===== src/rtl/cushion_queue.sv =====
// cushion_queue
//   DEPTH-entry in-order FIFO between execute and mread. It absorbs execute
//   results while the memory side is busy and forwards GPR/CSR writes from
//   every occupied entry, youngest first, to the register-access stage.
//   Optional feature macro: CUSHION_QUEUE_BYPASS_EN. When it is defined, a
//   result presented to an empty queue is shown at the head in the same cycle.
//
// Ports
//   CLK, RST (async, active-low), FLUSH (sync discard of all entries)
//   MEM_WAIT                      memory side busy, blocks pop only
//   EXEC_VALID / EXEC_READY       producer handshake (READY = not full)
//   EXEC_REG_W_*, EXEC_CSR_W_*    GPR / CSR write fields of the result
//   EXEC_SIDE                     opaque remainder of the result
//   CUSHION_VALID / CUSHION_READY consumer handshake on the head entry
//   CUSHION_*                     head entry fields (zero when not valid)
//   FWD_REG_ADDR -> FWD_REG_HIT / FWD_REG_DATA   GPR forwarding query
//   FWD_CSR_ADDR -> FWD_CSR_HIT / FWD_CSR_DATA   CSR forwarding query
//   COUNT                         occupied entries
module cushion_queue #(
  parameter int DEPTH  = 4,
  parameter int SIDE_W = 182
) (
  input  logic                       CLK,
  input  logic                       RST,
  input  logic                       FLUSH,
  input  logic                       MEM_WAIT,
  input  logic                       EXEC_VALID,
  output logic                       EXEC_READY,
  input  logic                       EXEC_REG_W_EN,
  input  logic [4:0]                 EXEC_REG_W_RD,
  input  logic [31:0]                EXEC_REG_W_DATA,
  input  logic                       EXEC_CSR_W_EN,
  input  logic [11:0]                EXEC_CSR_W_ADDR,
  input  logic [31:0]                EXEC_CSR_W_DATA,
  input  logic [SIDE_W-1:0]          EXEC_SIDE,
  output logic                       CUSHION_VALID,
  input  logic                       CUSHION_READY,
  output logic                       CUSHION_REG_W_EN,
  output logic [4:0]                 CUSHION_REG_W_RD,
  output logic [31:0]                CUSHION_REG_W_DATA,
  output logic                       CUSHION_CSR_W_EN,
  output logic [11:0]                CUSHION_CSR_W_ADDR,
  output logic [31:0]                CUSHION_CSR_W_DATA,
  output logic [SIDE_W-1:0]          CUSHION_SIDE,
  input  logic [4:0]                 FWD_REG_ADDR,
  output logic                       FWD_REG_HIT,
  output logic [31:0]                FWD_REG_DATA,
  input  logic [11:0]                FWD_CSR_ADDR,
  output logic                       FWD_CSR_HIT,
  output logic [31:0]                FWD_CSR_DATA,
  output logic [$clog2(DEPTH):0]     COUNT
);

  localparam int AW = $clog2(DEPTH);
  localparam int CW = AW + 1;

  logic [AW-1:0] head, tail;
  logic [CW-1:0] count;

  logic              q_reg_en   [DEPTH];
  logic [4:0]        q_reg_rd   [DEPTH];
  logic [31:0]       q_reg_data [DEPTH];
  logic              q_csr_en   [DEPTH];
  logic [11:0]       q_csr_addr [DEPTH];
  logic [31:0]       q_csr_data [DEPTH];
  logic [SIDE_W-1:0] q_side     [DEPTH];

  logic empty, push, pop, wr, adv;
  logic [AW-1:0] fwd_idx;

  assign empty      = (count == '0);
  assign EXEC_READY = (count != CW'(DEPTH));
  assign COUNT      = count;

  always_comb begin
    CUSHION_VALID      = 1'b0;
    CUSHION_REG_W_EN   = 1'b0;
    CUSHION_REG_W_RD   = '0;
    CUSHION_REG_W_DATA = '0;
    CUSHION_CSR_W_EN   = 1'b0;
    CUSHION_CSR_W_ADDR = '0;
    CUSHION_CSR_W_DATA = '0;
    CUSHION_SIDE       = '0;
    if (!empty) begin
      CUSHION_VALID      = 1'b1;
      CUSHION_REG_W_EN   = q_reg_en[head];
      CUSHION_REG_W_RD   = q_reg_rd[head];
      CUSHION_REG_W_DATA = q_reg_data[head];
      CUSHION_CSR_W_EN   = q_csr_en[head];
      CUSHION_CSR_W_ADDR = q_csr_addr[head];
      CUSHION_CSR_W_DATA = q_csr_data[head];
      CUSHION_SIDE       = q_side[head];
    end
`ifdef CUSHION_QUEUE_BYPASS_EN
    else if (EXEC_VALID) begin
      CUSHION_VALID      = 1'b1;
      CUSHION_REG_W_EN   = EXEC_REG_W_EN;
      CUSHION_REG_W_RD   = EXEC_REG_W_RD;
      CUSHION_REG_W_DATA = EXEC_REG_W_DATA;
      CUSHION_CSR_W_EN   = EXEC_CSR_W_EN;
      CUSHION_CSR_W_ADDR = EXEC_CSR_W_ADDR;
      CUSHION_CSR_W_DATA = EXEC_CSR_W_DATA;
      CUSHION_SIDE       = EXEC_SIDE;
    end
`endif
  end

  assign push = EXEC_VALID & EXEC_READY & ~FLUSH;
  assign pop  = CUSHION_VALID & CUSHION_READY & ~MEM_WAIT & ~FLUSH;

`ifdef CUSHION_QUEUE_BYPASS_EN
  // A bypassed entry consumed in its own cycle never occupies a slot.
  assign wr  = push & ~(empty & pop);
  assign adv = pop & ~empty;
`else
  assign wr  = push;
  assign adv = pop;
`endif

  always_ff @(posedge CLK or negedge RST) begin
    if (!RST) begin
      head  <= '0;
      tail  <= '0;
      count <= '0;
    end else if (FLUSH) begin
      head  <= '0;
      tail  <= '0;
      count <= '0;
    end else begin
      if (wr)  tail <= tail + 1'b1;
      if (adv) head <= head + 1'b1;
      case ({wr, adv})
        2'b10:   count <= count + 1'b1;
        2'b01:   count <= count - 1'b1;
        default: count <= count;
      endcase
    end
  end

  // Payload storage needs no reset: occupancy gates every read of it.
  always_ff @(posedge CLK) begin
    if (wr) begin
      q_reg_en[tail]   <= EXEC_REG_W_EN;
      q_reg_rd[tail]   <= EXEC_REG_W_RD;
      q_reg_data[tail] <= EXEC_REG_W_DATA;
      q_csr_en[tail]   <= EXEC_CSR_W_EN;
      q_csr_addr[tail] <= EXEC_CSR_W_ADDR;
      q_csr_data[tail] <= EXEC_CSR_W_DATA;
      q_side[tail]     <= EXEC_SIDE;
    end
  end

  // Walk from the head (oldest) towards the tail; later matches overwrite
  // earlier ones, so the youngest matching entry wins.
  always_comb begin
    FWD_REG_HIT  = 1'b0;
    FWD_REG_DATA = '0;
    FWD_CSR_HIT  = 1'b0;
    FWD_CSR_DATA = '0;
    fwd_idx      = head;
    for (int unsigned i = 0; i < DEPTH; i++) begin
      fwd_idx = head + AW'(i);
      if (CW'(i) < count) begin
        if (q_reg_en[fwd_idx] && (q_reg_rd[fwd_idx] == FWD_REG_ADDR) &&
            (FWD_REG_ADDR != 5'd0)) begin
          FWD_REG_HIT  = 1'b1;
          FWD_REG_DATA = q_reg_data[fwd_idx];
        end
        if (q_csr_en[fwd_idx] && (q_csr_addr[fwd_idx] == FWD_CSR_ADDR)) begin
          FWD_CSR_HIT  = 1'b1;
          FWD_CSR_DATA = q_csr_data[fwd_idx];
        end
      end
    end
  end

endmodule


===== config.mk =====
export PLATFORM = sky130hd
export DESIGN_NAME = cushion_queue
export DESIGN_NICKNAME = d
export VERILOG_FILES = /design/src/rtl/cushion_queue.sv
export SDC_FILE = /design/constraint.sdc
export NUM_CORES = 1
export LEC_CHECK = 0
export ABC_AREA = 1
export CELL_PAD_IN_SITES_DETAIL_PLACEMENT = 0
export CELL_PAD_IN_SITES_GLOBAL_PLACEMENT = 1
export CORE_ASPECT_RATIO = 0.8
export CORE_MARGIN = 1.5
export CORE_UTILIZATION = 39
export DETAILED_ROUTE_END_ITERATION = 10
export PLACE_DENSITY_LB_ADDON = 0.2
export SYNTH_ARGS = -nofsm -noshare
export SYNTH_HDL_FRONTEND = slang
export SYNTH_SLANG_ARGS = --single-unit

===== constraint.sdc =====
create_clock -name CLK -period 13.4 [get_ports CLK]
set_input_delay 1.34 -clock CLK [delete_from_list [all_inputs] [get_ports CLK]]
set_output_delay 1.34 -clock CLK [all_outputs]
set_load 0.02 [all_outputs]

==> After elaboration in Yosys (flattened, before gate mapping) <==
Memories as Yosys holds them, arrays and structs flattened.
Index checks and enable logic that the tools add are counted.
{ "op_classes": {"bitwise": 7, "reduce_logical": 17, "n_addsub": 6, "eq_ne": 11, "muxes": 48, "magnitude_cmp": 4} }
{ "op_table": {"columns": ["operator", "n"], "rows": [
  ["$mux W32", 18],
  ["$mux W182", 1],
  ["$eq A12 B12 Y1", 4],
  ["$mux W1", 21],
  ["$eq A5 B5 Y1", 4],
  ["$logic_and A1 B1 Y1", 12],
  ["$mux W12", 1],
  ["$mux W2", 4],
  ["$lt A1 B3 Y1 const A", 2],
  ["$lt A2 B3 Y1 const A", 2],
  ["$pmux W3 S2", 1],
  ["$and A1 B1 Y1", 5],
  ["$mux W5", 1],
  ["$reduce_bool A5 Y1", 1],
  ["$add A2 B1 Y2 const B", 2],
  ["$add A2 B2 Y2 const B", 2],
  ["$reduce_bool A2 Y1", 2],
  ["$add A3 B1 Y3 const B", 1],
  ["$logic_not A3 Y1", 1],
  ["$mux W3", 1],
  ["$ne A3 B3 Y1 const B", 1],
  ["$reduce_bool A3 Y1", 1],
  ["$sub A3 B1 Y3 const B", 1],
  ["$eq A2 B1 Y1 const B", 1],
  ["other kinds (2)", 3]
]} }
{ "totals": {"output_inout_bits": 336, "wordCells": 103, "ramBits": 1060, "inputBits": 288, "memories": 7, "register_bits": 7} }
{ "memory_table": {"columns": ["name", "words", "word_bits", "read_ports", "rd_clocked_by_memory_dff", "write_ports", "line", "source"], "rows": [
  ["q_side", 4, 182, 1, 0, 1, "66", "logic [SIDE_W-1:0] q_side [DEPTH];"],
  ["q_csr_data", 4, 32, 4, 0, 1, "65", "logic [31:0] q_csr_data [DEPTH];"],
  ["q_reg_data", 4, 32, 4, 0, 1, "62", "logic [31:0] q_reg_data [DEPTH];"],
  ["q_csr_addr", 4, 12, 4, 0, 1, "64", "logic [11:0] q_csr_addr [DEPTH];"],
  ["q_reg_rd", 4, 5, 4, 0, 1, "61", "logic [4:0] q_reg_rd [DEPTH];"],
  ["q_csr_en", 4, 1, 4, 0, 1, "63", "logic q_csr_en [DEPTH];"],
  ["+1 memories", null, null, null, null, null, null, null]
]} }

==> Logic depth before layout (Yosys ltp) <==
An unclocked memory read counts as a cell.
{ "logic_depth": {"ltp_word": 12, "mapped_depth": 19, "mapped_depth_nobuf": 16} }

==> Worst setup path after synthesis <==
Ideal clock, no wire load.
{ "synth_timing": {"path_kind": "input-to-reg", "from": "input FLUSH", "to": "memory q_csr_addr[0][0], enable pin", "required_time_ns": 12.504, "arrival_time_ns": 12.553, "path_slack_ns": -0.049, "n_path_buf": 0, "path_stages": 3, "cell_sequence": "inv_1 -> nand2_1 -> nor2_1"} }
{ "synth_via": {"elab_chain_len": 4} }
{ "synth_lines": {"columns": ["element", "line", "source"], "rows": [
  ["from (decl)", "25", "input logic FLUSH,"],
  ["$not A1 Y1", "108", "assign push = EXEC_VALID & EXEC_READY & ~FLUSH;"],
  ["$and A1 B1 Y1", "108", null],
  ["$mux W1", "142", "if (wr) begin"],
  ["$mux W1 (not written as such)", "147", "q_csr_addr[tail] <= EXEC_CSR_W_ADDR;"],
  ["to (decl)", "64", null]
]} }
Every way passes these cells.

==> Worst setup path in the final report <==
{ "layout_timing": {"from": "register head[1]", "to": "output FWD_CSR_DATA[2]"} }
{ "layout_via": {"elab_chain_len": 11} }
{ "layout_lines": {"columns": ["element", "line", "source"], "rows": [
  ["from (decl)", "57", "logic [AW-1:0] head, tail;"],
  ["from (signal assigned)", "131", "if (adv) head <= head + 1'b1;"],
  ["parallel branches: the longest is 10 deep, another holds $mem_v2 Z4 W12", null, null],
  ["$mux W32 (*)", "163", "if (CW'(i) < count) begin"],
  ["to (decl)", "50", "output logic [31:0] FWD_CSR_DATA,"]
]} }
Every way passes the cells marked *.

==> summary.txt <==
STA
  – Tightest Pin Transition: 1.32 ns
  – F_max: 123 MHz
  – TNS Setup: 0 ns
  – RSZ-0062 raised after global routing: false
  – WHS: 0.572 ns
  – Final cycle utilization of the critical path: 60.6%
  – Max_slew headroom: between 10% and 20%
  – Max Transition Viols Final: 0
  – Final setup violating endpoints: 0
  – Skew final: 0.0600 ns
  – Tmin final: 8.12 ns
  – Fin. Hold Viols: 0

Route
  – DR WL/cell: between 20 and 25 um
  – Via Count: around 38000
  – Via-per-instance ratio: about 5.3
  – Detail Route Antenna Nets: 0
  – DR DRC count: 0
  – Drt total wl: 154000 um
  – TritonRoute pass-1 iters: 7
  – DR iter-0 viols: 2716

Floorplan
  – Core Footprint: ~130000 um^2
  – Total die area: 130000 um^2
  – Starting Density: 39.2%
  – Chip width: around 400 um
  – Top Ports: about 620
  – Chip Height: 323 um
  – Rows: between 100 and 150

Logic synthesis
  – Syn Area/Cell: between 10 and 15 um^2
  – Yosys reg bits: 1067
  – Distinct cells, synth: 34
  – Mapped Area: 49800 um^2
  – Top cells by area, synth: edfxtp_1 64%, nand2_1 11%, nand3_1 6.1%
  – Dominant cell type by area after synthesis: edfxtp_1
  – Post-synth EDFFs: approximately 1100
  – Yosys warnings: 0
  – Synth top area share: 63.9%
  – Cells after synthesis: about 5000
  – Ys async rst share: 0.656%
  – Net Count, Synth: 5250
  – Count leader, synth: nand2_1
  – Commonest cells post-synth: 1415 x nand2_1, 1060 x edfxtp_1, 603 x nand3_1
  – Fraction of the yosys area taken by sequential cells: 64.3%
  – Synth Flop Type: edfxtp_1

Global routing
  – Busiest grt layer: met2
  – Largest net degree at the start of global routing: ~160
  – GR Layer Usage met2: 37.4%
  – Initial antenna violation count: 43
  – Vias in the first global route: 35520
  – M3 GR Usage: 6.88%
  – Global-route wire length before repair: 227000 um
  – Gr ovfl total: 0
  – GRT Resource Usage Total: a little under a quarter
  – Met1 Resource Use GR: 29.9%

Pwr
  – Pwr dens: approximately 150 nW/um^2
  – Leakage power: between 0.02 and 0.025 uW
  – Worst vdd ir: ~0.12 mV

Clock network
  – Reg clk slew, reported paths: 0.06 ns
  – CTS Buf Count: between 100 and 150
  – Post-CTS resize count: 0
  – TritonCTS clock tree: done
  – Hold Buf Count CTS: 0
  – Max clock buf depth: 3
  – Clk Latency, worst-skew pair: 0.77 ns
  – Post-CTS setup buffers: 0
  – H-tree depth: 3
  – TritonCTS Sinks: 1067
  – Clock Tree Root: clkbuf_16

Worst setup path
  – CP Class: register to output port
  – WP data arrival: 6.78 ns
  – Worst setup EP type: output port
  – Startpoint types: register
  – Crit path max fanout: 105
  – CP required: 12.06 ns

Run
  – Max_cap viols: 0

Status
  – Status: finished, final reports clean

Final layout
  – Fill cell count: ~12000
  – Final Util: a little under half
  – Final Non-Filler Cells: 7165
  – Layout cell share with drive strength beyond 1: 4.38%
  – Area Growth Syn to Fin: 22.0%
  – Final net count: 5686

Worst hold path
  – Hold Crit Class: register to register

Placement
  – DP Wirelength: 93400 um
  – I/O Buffers: 623
  – Gp weighted congestion: 0.828
  – Cells after DPL: roughly 7000
[critical path: stages, from the launching register on]
cell             delay (ns)
dfrtp_4                0.72
inv_6                  0.46
buf_4                  0.63
nand2_1                0.37
nand2_8                0.61
nand2_1                0.14
nand3_1                0.12
nand2_1                0.06
nor2_1                 0.11
nand2_1                0.09
nor2_2                 0.26
buf_4                  0.44
nand2_1                0.55
buf_4                  0.41
nand3_1                0.11
nand2_1                0.06
nand2_1                0.06
nand2_1                0.07
clkdlybuf4s50_1        0.55
[cell families after synthesis]
kind of cell             after synthesis  synth area share (%)
AO/OA/AOI/OAI                        843                  10.1
XOR/XNOR                              14                 0.246
adder cells (fa/ha/maj)                8                 0.201
buffers and inverters                749                  6.20
flip-flops                          1067                  64.3
multiplexers                           1                0.0201
AND/OR/NAND/NOR                     2272                  18.9
[state kept, by name, indices dropped and copies added, names as in the netlist]
signal / flops
q_side: 728
head: 2
q_reg_rd: 20
COUNT: 3
q_reg_data: 128
q_csr_data: 128
tail: 2
q_csr_addr: 48
q_reg_en: 4
q_csr_en: 4
[worst paths after layout]
path	start	to	slack, ns	cells after the start
worst max-delay path	head[1]	FWD_CSR_DATA[2]	5.28	18
worst min-delay path	tail[0]	tail[0]	0.57	1
worst max register to register	COUNT[0]	q_side[1][56]	9.35	9
worst min register to register	tail[0]	tail[0]	0.57	1
max in group asynchronous	RST	head[0]	12.21	1
min in group asynchronous	RST	tail[0]	0.88	1
[power by group]
part	internal [uW]	switching (uW)
logic	796	1510
registers	3790	36.7
clock network	1720	1330
[routing by layer]
metal,share of wire [%],vias to the layer above,wire length (um)
li1,-,18175,-
met1,42,18115,64900
met2,47,1062,72800
met3,7.7,256,12000
met4,2.9,48,4510
met5,0.21,-,323
[stage by stage]
| step | cell area [um^2] | power (uW) | worst slack [ns] |
|---|---|---|---|
| 2_1_floorplan | 49800 | 5190 | -0.0492 |
| 3_3_place_gp | 57100 | 6220 | 6.10 |
| 3_5_place_dp | 57100 | 6220 | 6.00 |
| 4_1_cts | 60700 | 9280 | 5.19 |
| 5_1_grt | 60800 | 9580 | 4.76 |
| 6_report | 60800 | 9190 | 5.28 |
[layout by cell type, fill, tap and decap left out, drive strengths merged]
| cell | count |
|---|---|
| clkbuf | 131 |
| nor3b | 1 |
| dfrtp | 7 |
| a21oi | 4 |
| xnor2 | 1 |
| o211ai | 52 |
| diode | 14 |
| clkinvlp | 5 |
| bufinv | 10 |
| clkdlybuf4s50 | 623 |
| xor2 | 13 |
| ha | 8 |
| nand3 | 603 |
| nor3 | 1 |
| a22oi | 182 |
| clkinv | 60 |
| o21a | 1 |
| nand2 | 1418 |
| and2 | 3 |
| o21ai | 420 |
| a31oi | 182 |
| nor2 | 202 |
| mux2i | 1 |
| inv | 395 |
| buf | 56 |
| nand4 | 36 |
| o2111ai | 2 |
| or2 | 7 |
| nand3b | 1 |
| edfxtp | 1060 |
[cell type report]
type / count / area, um^2 / share of cell area, %
antenna: 14 / 35.0 / 0.0577
clock buffer: 131 / 2850 / 4.69
clock inverter: 76 / 763 / 1.26
inverter: 394 / 1500 / 2.47
multi-input combinational: 3138 / 14800 / 24.3
sequential: 1067 / 32000 / 52.7
tap: 1666 / 2080 / 3.43
timing repair buffer: 679 / 6720 / 11.1
(Power assumes the default switching activity.)
